===== src/rtl/keypad_scan_ctrl.sv =====
// keypad_scan_ctrl
//   Scans a 4x3 keypad matrix. It drives one row at a time (one-hot) and
//   samples the columns through a 2-flop synchronizer. A key press or a key
//   release is accepted only after DEBOUNCE matching scan ticks. Each accepted
//   press appears once in a one-entry valid/ready output register.
// Ports
//   clk        system clock
//   init_n     asynchronous active-low reset
//   col[2:0]   raw column lines, active-high, asynchronous to clk
//   row[3:0]   one-hot row drive, active-high
//   key_code   0-9 digit, 10 '*', 11 '#', 15 none
//   key_valid  key_code holds an unconsumed key
//   key_ready  consumer takes key_code on an edge where key_valid=1
//   key_held   a debounced key is currently pressed
//   overflow   sticky, set when a key is dropped because the output was full
module keypad_scan_ctrl #(
   parameter int SCAN_DIV = 100000,
   parameter int DEBOUNCE = 4
) (
   input  logic       clk,
   input  logic       init_n,
   input  logic [2:0] col,
   output logic [3:0] row,
   output logic [3:0] key_code,
   output logic       key_valid,
   input  logic       key_ready,
   output logic       key_held,
   output logic       overflow
);

   localparam int CW = $clog2(SCAN_DIV);

   typedef enum logic [1:0] {S_SCAN, S_DEB, S_HELD} state_t;

   state_t        state, state_nx;
   logic [2:0]    col_m, col_s;
   logic [CW-1:0] cnt;
   logic          tick;
   logic [2:0]    cand_col;
   logic [3:0]    cand_code;
   logic [3:0]    dcnt, dcnt_inc, dcnt_nx;
   logic [1:0]    ridx;
   logic [3:0]    scan_code, commit_code;
   logic          one_hot, rotate, latch, commit, release_key;

   // Row and column position to key code.
   function automatic logic [3:0] code_of(input logic [1:0] r, input logic [2:0] c);
      logic [1:0] ci;
      ci = c[0] ? 2'd0 : (c[1] ? 2'd1 : 2'd2);
      if (r == 2'd3)
         code_of = (ci == 2'd0) ? 4'd10 : ((ci == 2'd1) ? 4'd0 : 4'd11);
      else
         code_of = 4'({2'b00, r} * 4'd3 + {2'b00, ci} + 4'd1);
   endfunction

   assign tick      = (cnt == CW'(SCAN_DIV - 1));
   assign ridx      = {row[3] | row[2], row[3] | row[1]};
   assign one_hot   = (col_s == 3'b001) || (col_s == 3'b010) || (col_s == 3'b100);
   assign scan_code = code_of(ridx, col_s);
   assign dcnt_inc  = dcnt + 4'd1;

   // Synchronizer and slot counter. The counter runs in every state.
   always_ff @(posedge clk or negedge init_n) begin
      if (!init_n) begin
         col_m <= '0;
         col_s <= '0;
         cnt   <= '0;
      end else begin
         col_m <= col;
         col_s <= col_m;
         cnt   <= tick ? '0 : cnt + CW'(1);
      end
   end

   // State register
   always_ff @(posedge clk or negedge init_n) begin
      if (!init_n) state <= S_SCAN;
      else         state <= state_nx;
   end

   // Next-state logic. All transitions happen on scan ticks.
   always_comb begin
      state_nx = state;
      if (tick) begin
         case (state)
            S_SCAN: if (one_hot) state_nx = (DEBOUNCE == 1) ? S_HELD : S_DEB;
            S_DEB: begin
               if (col_s != cand_col)         state_nx = S_SCAN;
               else if (dcnt_inc == 4'(DEBOUNCE)) state_nx = S_HELD;
            end
            S_HELD: if (col_s == 3'b000 && dcnt_inc == 4'(DEBOUNCE)) state_nx = S_SCAN;
            default: state_nx = S_SCAN;
         endcase
      end
   end

   // Control strobes. dcnt counts matching ticks in S_DEB and zero ticks in
   // S_HELD, so it is cleared whenever a state is entered.
   always_comb begin
      rotate      = 1'b0;
      latch       = 1'b0;
      commit      = 1'b0;
      release_key = 1'b0;
      commit_code = cand_code;
      dcnt_nx     = dcnt;
      if (tick) begin
         case (state)
            S_SCAN: begin
               if (one_hot) begin
                  latch   = 1'b1;
                  dcnt_nx = 4'd1;
                  if (DEBOUNCE == 1) begin
                     commit      = 1'b1;
                     commit_code = scan_code;
                     dcnt_nx     = 4'd0;
                  end
               end else begin
                  rotate = 1'b1;  // idle or multi-key: keep scanning
               end
            end
            S_DEB: begin
               if (col_s == cand_col) begin
                  dcnt_nx = dcnt_inc;
                  if (dcnt_inc == 4'(DEBOUNCE)) begin
                     commit  = 1'b1;
                     dcnt_nx = 4'd0;
                  end
               end else begin
                  rotate  = 1'b1;
                  dcnt_nx = 4'd0;
               end
            end
            S_HELD: begin
               if (col_s == 3'b000) begin
                  dcnt_nx = dcnt_inc;
                  if (dcnt_inc == 4'(DEBOUNCE)) begin
                     release_key = 1'b1;
                     rotate      = 1'b1;
                     dcnt_nx     = 4'd0;
                  end
               end else begin
                  dcnt_nx = 4'd0;
               end
            end
            default: dcnt_nx = 4'd0;
         endcase
      end
   end

   // Datapath: row drive, candidate latch and the output register.
   always_ff @(posedge clk or negedge init_n) begin
      if (!init_n) begin
         row       <= 4'b0001;
         cand_col  <= '0;
         cand_code <= 4'd15;
         dcnt      <= '0;
         key_code  <= 4'd15;
         key_valid <= 1'b0;
         key_held  <= 1'b0;
         overflow  <= 1'b0;
      end else begin
         dcnt <= dcnt_nx;
         if (rotate) row <= {row[2:0], row[3]};
         if (latch) begin
            cand_col  <= col_s;
            cand_code <= scan_code;
         end
         if (commit) begin
            key_held <= 1'b1;
            if (!key_valid || key_ready) begin
               key_code  <= commit_code;
               key_valid <= 1'b1;
            end else begin
               overflow <= 1'b1;
            end
         end else if (key_valid && key_ready) begin
            key_valid <= 1'b0;
            key_code  <= 4'd15;
         end
         if (release_key) key_held <= 1'b0;
      end
   end

endmodule


===== config.mk =====
export PLATFORM = sky130hd
export DESIGN_NAME = keypad_scan_ctrl
export DESIGN_NICKNAME = d
export VERILOG_FILES = /design/src/rtl/keypad_scan_ctrl.sv
export SDC_FILE = /design/constraint.sdc
export NUM_CORES = 1
export LEC_CHECK = 0
export BUFFER_PORTS_ARGS = -buffer_cell sky130_fd_sc_hd__clkbuf_2
export CAP_MARGIN = 25
export CORE_UTILIZATION = 35
export DETAILED_ROUTE_END_ITERATION = 8
export PLACE_DENSITY_LB_ADDON = 0.3
export SYNTH_ARGS = -nofsm -noshare
export SYNTH_HDL_FRONTEND = slang
export SYNTH_SLANG_ARGS = --single-unit
export TNS_END_PERCENT = 100

===== constraint.sdc =====
create_clock -name clk -period 2.7 [get_ports clk]
set_input_delay 0.405 -clock clk [delete_from_list [all_inputs] [get_ports clk]]
set_output_delay 0.405 -clock clk [all_outputs]
set_load 0.05 [all_outputs]

==> results of run 1 <==
==> final cells by class <==
type                       instances  area, um2  share of cell area
sequential                        47       1187              0.4554
multi-input combinational        165       1086              0.4165
timing repair buffer              20      122.6             0.04703
tap                               77      96.34             0.03695
clock buffer                       5      68.82             0.02639
inverter                           7      26.28             0.01008
clock inverter                     3      20.02            0.007678
==> kinds of logic after synthesis <==
| logic type | count (synthesis) |
|---|---|
| multiplexers | 8 |
| flip-flops | 47 |
| AO/OA/AOI/OAI | 42 |
| adder cells (fa/ha/maj) | 9 |
| buffers and inverters | 13 |
| AND/OR/NAND/NOR | 87 |
| XOR/XNOR | 19 |
==> critical path: stages, from the launching register on <==
cell and delay (ns):
dfrtp_1 0.43, or4b_1 0.58, nor4_1 0.47, o41ai_1 0.14, and3b_1 0.37, mux2_2 0.36
==> stage by stage <==
step	hold slack (ns)	power [uW]	instances
after floorplan	0.1094	788.8	225
after global placement	0.3318	819.5	316
after detailed placement	0.3372	820.4	316
after CTS	0.1240	1241	324
after global routing	0.1539	1280	324
final	0.1094	1221	324
==> cells in the final DEF (no fill, tap or decap), types with 2 or more instances in the layout <==
cell and count:
nand4_1 3, or2_2 3, and2_1 2, xor2_1 12, o22ai_1 2, inv_1 7, or3_1 2, nand2_1 23
nor2_1 18, fa_1 2, clkbuf_8 5, mux2_2 7, o31ai_1 2, a21oi_1 10, dfrtp_1 38, nand2b_1 5
o21ai_0 17, clkbuf_2 16, and3_1 2, xnor2_1 7, buf_4 3, o21a_1 3, nand3_1 8, ha_1 7
nor4_1 3, o41ai_1 2, nor3_1 6, dfstp_2 9, nor2b_1 4
==> power by group through the flow <==
| stage | registers, uW | logic, uW | clock network [uW] |
|---|---|---|---|
| final | 728 | 76.8 | 416 |
| after global routing | 730 | 85.2 | 465 |
| after CTS | 728 | 78.7 | 434 |
| after floorplan | 761 | 28.3 | 0 |
| after detailed placement | 742 | 78.7 | 0 |
| after global placement | 741 | 78.0 | 0 |
==> registers in the layout, summed over array words and instances, names as in the netlist <==
| name | cells |
|---|---|
| col_s | 3 |
| cand_col | 3 |
| overflow | 1 |
| state | 2 |
| cand_code | 4 |
| row | 4 |
| key_held | 1 |
| key_code | 4 |
| cnt | 17 |
| key_valid | 1 |
| dcnt | 4 |
| col_m | 3 |
==> path summary, 6_finish.rpt <==
| check | startpoint | end | slack, ns | cells past startpoint |
|---|---|---|---|---|
| hold reg to reg | col_m[1] | col_s[1] | 0.35 | 0 |
| setup / recovery | cnt[6] | row[1] | 0.22 | 5 |
| hold / removal | init_n | key_valid | 0.11 | 1 |
| setup reg to reg | cnt[6] | row[1] | 0.22 | 5 |
| max in group asynchronous | init_n | row[0] | 1.96 | 2 |
| min in group clk | col[2] | col_m[2] | 0.20 | 1 |
==> routing by layer <==
metal / vias to the layer above / global-route usage / share of wire / wire length [um]
li1: 828 / - / - / -
met1: 756 / 0.1832 / 0.52 / 2129
met2: 32 / 0.1892 / 0.42 / 1729
met3: 4 / 0.03363 / 0.037 / 150
met4: 0 / 0.05085 / 0.016 / 65
met5: - / 0 / 0 / 0
==> out/qor.yml, run 1 <==
pwr:
  pwr_density_cell_nw_per_um2: 468.3
  swShare: 0.2442
  comb_power_share: 0.063
  power.leakage_uw: 0.001149
  p_switching_uw: 298.2
  clkPwrFrac: 0.341
  internal_power_uw: 922.9
  p_seq_frac: 0.596
  max-vdd-ir-drop_mv: 0.3455
clocking:
  clkLatencyLatePin_ns: 0.30
  clk_path_buf_depth: 2
  clock-sinks: 47
  cts_tree: "built"
  cts_buffers: 5
  htreeDepth: 2
  postCtsHoldBufs: 0
  post_cts_buffers: 0
  cts_resized: 0
  cts-root-buf: "clkbuf_8"
  clkTransAtPathRegs_ns: 0.09
timing:
  finalHoldViolCount: 0
  finalWorstSetupSlack_ns: 0.2233
  clock.fmax_ghz: 0.4038
  rsz0062_at_grt: "false"
  period_minus_slack_ns: 2.477
  finalSetupTns_ns: 0
  period_share: 0.9173
  maxSlewViolCount: 0
  relSlewSlack: 0.5821
  clock_skew_ns: 0.009106
  setup_viol: 0
  tightest_slew_ns: 0.6268
synthesis:
  ys_seq_elements: 47
  yosys-top-cells-area: "dfrtp_1 41%, dfstp_2 10%, xor2_1 4.5%"
  ys_seq_area_frac: 0.5097
  synthXorXnorAreaFrac: 0.07143
  avgSynthCellArea_um2: 10.35
  muxShareOfSynthArea: 0.03813
  synthTopCellsByCount: "38 x dfrtp_1, 23 x nand2_1, 18 x nor2_1, 17 x o21ai_0, 12 x xor2_1"
  synth_cell_type_count: 43
  ys.flop_type: "dfrtp_1"
  synth_top_cell_area_share: 0.4082
  synth_edf_count: 0
  netlist_area_um2: 2330
  yosysWarnings: 0
  async_flop_share: 1.000
  synth_compound_area_frac: 0.1069
  yosys.area.top_type: "dfrtp_1"
  synth_top_family_by_area: "simple AND/OR/NAND/NOR gates"
  synthSimpleGateAreaFrac: 0.1950
  synth_fa_ha_area_frac: 0.05478
  syn-num-nets: 240
  netlist_instances: 225
  synth_most_common_cell: "dfrtp_1"
detailed_routing:
  drtAntennaViolNets: 0
  dr.pass1.iters: 4
  routed-via-count: 1620
  via_per_inst: 5.000
  route.detailed.drc: 0
  drtIter0Drc: 115
  drt_wl_total_um: 4074
  post_drt_wl_per_cell_um: 12.57
global_route:
  first_global_vias: 1520
  track_usage: 0.1294
  overflow: 0
  grt_pass1_wl_um: 7251
  grt_antenna_before_repair: 0
  grt_max_degree: 26
cells_and_area:
  diodes: 0
  syn_to_final_growth_pct: 11.92
  fillCellCount: 630
  stdcell_area_um2: 2608
  layout-drive-gt1-share: 0.1984
  post-route-util: 0.4083
  final_net_count: 261
floorplanning:
  dieArea_um2: 6986
  io_pins: 17
  initial_core_util: 0.3648
  placementRows: 29
  core_um2: 6386
  fp.dieW_um: 83.59
  die_h_um: 83.59
flow_run:
  drv_cap: 0
placement:
  dp_hpwl_um: 2940
  preCtsSetupSlack_ns: 0.2616
  gp_congestion: 0.7816
  numPortBuffers: 16
  placed_cell_area_um2: 2519
worst_setup_path:
  crit_path_max_fanout: 5
  cp.arrival_ns: 2.66
  required_ns: 2.88
  criticalPathCategory: "reg2reg"
  crit_path_end_kind: "register"
  worst_setup_path_start_kind: "register"
hold_path:
  min_path_type: "in2async"
status:
  status: "completed"
Note: power is estimated with default switching activity, not from simulation.
==> run 2, diff against run 1 <==
--- a/config.mk
+++ b/config.mk
@@ -7,9 +7,10 @@
 export LEC_CHECK = 0
 export BUFFER_PORTS_ARGS = -buffer_cell sky130_fd_sc_hd__clkbuf_2
 export CAP_MARGIN = 25
-export CORE_UTILIZATION = 35
+export CORE_UTILIZATION = 40
 export DETAILED_ROUTE_END_ITERATION = 8
 export PLACE_DENSITY_LB_ADDON = 0.3
+export SLEW_MARGIN = 40
 export SYNTH_ARGS = -nofsm -noshare
 export SYNTH_HDL_FRONTEND = slang
 export SYNTH_SLANG_ARGS = --single-unit
==> run 2 against run 1 <==
  * Cell count shrank 1.9%
  * Worst setup slack gained 0.037 ns
  * Largest cell class unchanged
  * Clock power grew 22%
  * Global-route usage grew 1.6 points
  * Fmax grew 1.5%
  * Hold slack gained 0.080 ns
  * Clock-buffer cell count is the same
  * Critical endpoint is now key_code[1]
  * Highest routed layer unchanged
  * Total power grew 7.3%
  * Utilization grew 5.9 points
==> out/qor.yml, run 2 (synthesis results as in run 1) <==
pwr:
  power.leakage_uw: 0.001157
  total_power_uw: 1310
  max-vdd-ir-drop_mv: 0.3611
  pwr_density_cell_nw_per_um2: 503.0
cells_and_area:
  fillCellCount: 537
  multiInputGateArea_um2: 1086
  layout_commonest_cell: "dfrtp_1"
  diodes: 0
  syn_to_final_growth_pct: 11.82
  regMostFlops: "cnt"
  mostFrequentLayoutCells: "38 x dfrtp_1, 23 x nand2_1, 18 x nor2_1, 17 x o21ai_0, 16 x clkbuf_2"
  seq_area_um2: 1187
  layout-drive-gt1-share: 0.1992
  largest_reg_flops: 17
  final_net_count: 260
global_route:
  overflow: 0
  first_global_vias: 1552
  grt_antenna_before_repair: 0
  track_usage: 0.1453
  grt_max_degree: 48
  grt_pass1_wl_um: 7044
timing:
  finalWorstSetupSlack_ns: 0.2600
  clock.fmax_ghz: 0.4098
  finalHoldViolCount: 0
  setup_viol: 0
  maxSlewViolCount: 0
  rsz0062_at_grt: "false"
  tightest_slew_ns: 0.5725
  relSlewSlack: 0.6183
  clock_skew_ns: 0.003597
  period_minus_slack_ns: 2.440
  finalSetupTns_ns: 0
  period_share: 0.9037
detailed_routing:
  route.detailed.drc: 0
  drtAntennaViolNets: 0
  post_drt_wl_per_cell_um: 12.41
  dr.pass1.iters: 4
  drtIter0Drc: 43
  routed-via-count: 1628
  drt_wl_total_um: 3947
  via_per_inst: 5.119
floorplanning:
  placementRows: 27
  die_h_um: 78.32
  io_pins: 17
  fp.dieW_um: 78.32
  initial_core_util: 0.4180
  core_um2: 5574
  dieArea_um2: 6133
flow_run:
  drv_cap: 0
placement:
  dp_hpwl_um: 2869
  gp_congestion: 0.8113
  numPortBuffers: 16
  preCtsSetupSlack_ns: 0.2569
clocking:
  cts_tree: "built"
  clk_path_buf_depth: 2
  cts_resized: 0
  cts_buffers: 5
  clkTransAtPathRegs_ns: 0.09
  clkLatencyLatePin_ns: 0.29
  cts-root-buf: "clkbuf_8"
  htreeDepth: 2
  post_cts_buffers: 0
  postCtsHoldBufs: 0
  clock-sinks: 47
hold_path:
  min_path_type: "in2async"
status:
  status: "completed"
worst_setup_path:
  criticalPathCategory: "reg2reg"
  regToRegSetupSlack_ns: 0.26
  cp.arrival_ns: 2.67
  required_ns: 2.93
  regToRegStartpoint: "cnt[13]"
  r2r_cells: 5
  crit_path_max_fanout: 11
  crit_path_end_kind: "register"
  worst_setup_path_start_kind: "register"
  reg2reg_to: "key_code[1]"
-- run 2: final cells by class --
| cell class | count | share of cell area |
|---|---|---|
| Timing Repair Buffer | 19 | 0.03939 |
| Clock inverter | 3 | 0.01681 |
| Inverter | 7 | 0.01009 |
| Sequential cell | 47 | 0.4558 |
| Clock buffer | 5 | 0.02642 |
| Tap cell | 72 | 0.03458 |
| Multi-Input combinational cell | 165 | 0.4169 |
-- run 2: worst max-delay path by stage --
stage                     depth (start not counted)            to    start  slack (ns)
final                                             5   key_code[1]  cnt[13]        0.26
after global routing                              5   key_code[3]  cnt[13]        0.13
after CTS                                         5   key_code[3]  cnt[13]        0.24
after detailed placement                          5   key_code[3]  cnt[13]        0.26
after global placement                            5   key_code[1]  cnt[13]        0.30
after floorplan                                   6  cand_code[2]   row[2]        0.27
-- run 2: critical path, stage by stage (launching register included) --
cell and delay, ns:
dfrtp_1 0.42, or4b_4 0.56, or4_4 0.55, or3_4 0.46, nand2b_1 0.20, o21a_1 0.18
-- run 2: layer usage --
metal / vias up / routed length, um / global-route usage
li1: 830 / - / -
met1: 768 / 1950 / 0.1913
met2: 25 / 1838 / 0.2368
met3: 5 / 112 / 0.03488
met4: 0 / 45 / 0.04444
met5: - / 0 / 0
-- run 2: where the power goes --
part,total [uW],leakage [uW],switching [uW],internal (uW)
registers,728,0.000596,9.47,719
logic,74.1,0.000502,52.5,21.6
clock network,508,0.0000581,232,276
-- run 2: through the flow --
step                      std cells  cell area [um2]    util  hold WS (ns)
final                           318             2605  0.4673        0.1899
after CTS                       318             2605  0.4673        0.2039
after global placement          310             2492  0.4471        0.3326
after floorplan                 225             2330       -        0.1094
after global routing            318             2605  0.4673        0.1926
after detailed placement        310             2492  0.4471        0.3347
==> run 3, diff against run 2 <==
--- a/config.mk
+++ b/config.mk
@@ -9,6 +9,7 @@
 export CAP_MARGIN = 25
 export CORE_UTILIZATION = 40
 export DETAILED_ROUTE_END_ITERATION = 8
+export GPL_TIMING_DRIVEN = 0
 export PLACE_DENSITY_LB_ADDON = 0.3
 export SLEW_MARGIN = 40
 export SYNTH_ARGS = -nofsm -noshare
==> run 3 against run 2 <==
  * Combinational power is 4.6% higher
  * Highest routed layer unchanged
  * Sequential power hardly changed
  * Worst setup slack worse by 0.16 ns
==> out/qor.yml, run 3 (synthesis results as in run 1) <==
status:
  status: "completed"
floorplanning:
  io_pins: 17
  fp.dieW_um: 78.32
  placementRows: 27
  dieArea_um2: 6133
  initial_core_util: 0.4180
  die_h_um: 78.32
  core_um2: 5574
worst_setup_path:
  reg2reg_to: "row[1]"
  slowest_delay_ns: 0.60
  path_cells: "or4b_1, nor4_1, o41ai_1, and3b_1, mux2_2"
  cpMaxStageDelayCell: "or4b_1"
  r2r_cells: 5
  required_ns: 2.89
  regToRegStartpoint: "cnt[6]"
  crit_path_end_kind: "register"
  regToRegSetupSlack_ns: 0.1
  crit_path_max_fanout: 5
  worst_setup_path_start_kind: "register"
  cp.arrival_ns: 2.79
  criticalPathCategory: "reg2reg"
detailed_routing:
  route.detailed.drc: 0
  drtAntennaViolNets: 0
  post_drt_wl_per_cell_um: 12.10
  drtIter0Drc: 50
  drt_wl_total_um: 3884
  via_per_inst: 4.963
  dr.pass1.iters: 4
  routed-via-count: 1593
pwr:
  clkPwrFrac: 0.346
  comb_power_share: 0.063
  internal_power_uw: 926.2
  power.leakage_uw: 0.001145
  p_switching_uw: 301.2
  max-vdd-ir-drop_mv: 0.4100
  pwr_density_cell_nw_per_um2: 473.2
  swShare: 0.2454
  p_seq_frac: 0.591
timing:
  clock.fmax_ghz: 0.3846
  finalSetupTns_ns: 0
  maxSlewViolCount: 0
  finalHoldViolCount: 0
  period_share: 0.9631
  clock_skew_ns: 0.01543
  setup_viol: 0
  period_minus_slack_ns: 2.600
  rsz0062_at_grt: "false"
  tightest_slew_ns: 0.6344
  relSlewSlack: 0.5731
clocking:
  cts_buffers: 5
  postCtsHoldBufs: 0
  post_cts_buffers: 0
  clk_path_buf_depth: 2
  clkLatencyLatePin_ns: 0.30
  clock-sinks: 47
  clkTransAtPathRegs_ns: 0.10
  cts-root-buf: "clkbuf_8"
  cts_resized: 0
  htreeDepth: 2
  cts_tree: "built"
cells_and_area:
  diodes: 0
  layout-drive-gt1-share: 0.1888
  syn_to_final_growth_pct: 11.33
  largest_reg_flops: 17
  final_net_count: 263
  fin_cells: 321
  multiInputGateArea_um2: 1086
  layout_commonest_cell: "dfrtp_1"
  seq_area_um2: 1187
  regMostFlops: "cnt"
  mostFrequentLayoutCells: "38 x dfrtp_1, 23 x nand2_1, 18 x nor2_1, 17 x o21ai_0, 15 x clkbuf_2"
  fillCellCount: 535
  post-route-util: 0.4653
hold_path:
  min_path_type: "in2async"
global_route:
  track_usage: 0.1444
  grt_antenna_before_repair: 0
  grt_max_degree: 48
  overflow: 0
  first_global_vias: 1557
  grt_pass1_wl_um: 7086
placement:
  gp_congestion: 0.7760
  numPortBuffers: 16
  dp_hpwl_um: 2759
  dp.cells: 313
flow_run:
  drv_cap: 0
-- run 3: worst max path at each step --
stage,start,endpoint,slack [ns]
global placement,cnt[6],row[1],0.19
global route,cnt[6],key_code[3],0.03
detailed placement,cnt[6],key_code[3],0.20
CTS,cnt[6],key_code[3],0.17
floorplan,row[2],cand_code[2],0.27
finish,cnt[6],row[1],0.1
-- run 3: area by class of cell --
class | instances | area share
Clock inverter | 3 | 0.008683
Tap cell | 72 | 0.03473
Inverter | 7 | 0.01013
Buffer | 6 | 0.01158
Multi-Input combinational cell | 165 | 0.4187
Sequential cell | 47 | 0.4578
Clock buffer | 5 | 0.02653
Timing Repair Buffer | 16 | 0.03184
-- run 3: layer usage --
layer	track usage	up-vias	routed length (um)
met1	0.2033	740	2007
li1	-	828	-
met4	0.03333	0	16
met3	0.03488	2	120
met5	0	-	0
met2	0.2246	23	1739
-- run 3: worst max-delay path: cells and delay by family (launching register included) --
family	cells	cell delay [ns]
AOI/OAI and AO/OA	1	0.17
DFF	1	0.44
muxes	1	0.36
and+or+nand+nor	3	1.52
-- run 3: through the flow --
step / power, uW / instance area, um2 / hold slack (ns) / setup WS (ns)
2_1_floorplan: 788.8 / 2330 / 0.1094 / 0.2738
3_3_place_gp: 815.6 / 2500 / 0.3343 / 0.1896
3_5_place_dp: 817.9 / 2502 / 0.3347 / 0.1981
4_1_cts: 1249 / 2594 / 0.1648 / 0.1661
5_1_grt: 1284 / 2594 / 0.1895 / 0.03296
6_report: 1227 / 2594 / 0.1462 / 0.09961
-- run 3: power groups by stage --
stage	combinational [uW]	clock, uW	sequential, uW
after CTS	79.1	444	726
after global routing	86.7	470	727
after global placement	77.2	0	738
final	77.5	425	725
after floorplan	28.3	0	761
after detailed placement	79.0	0	739
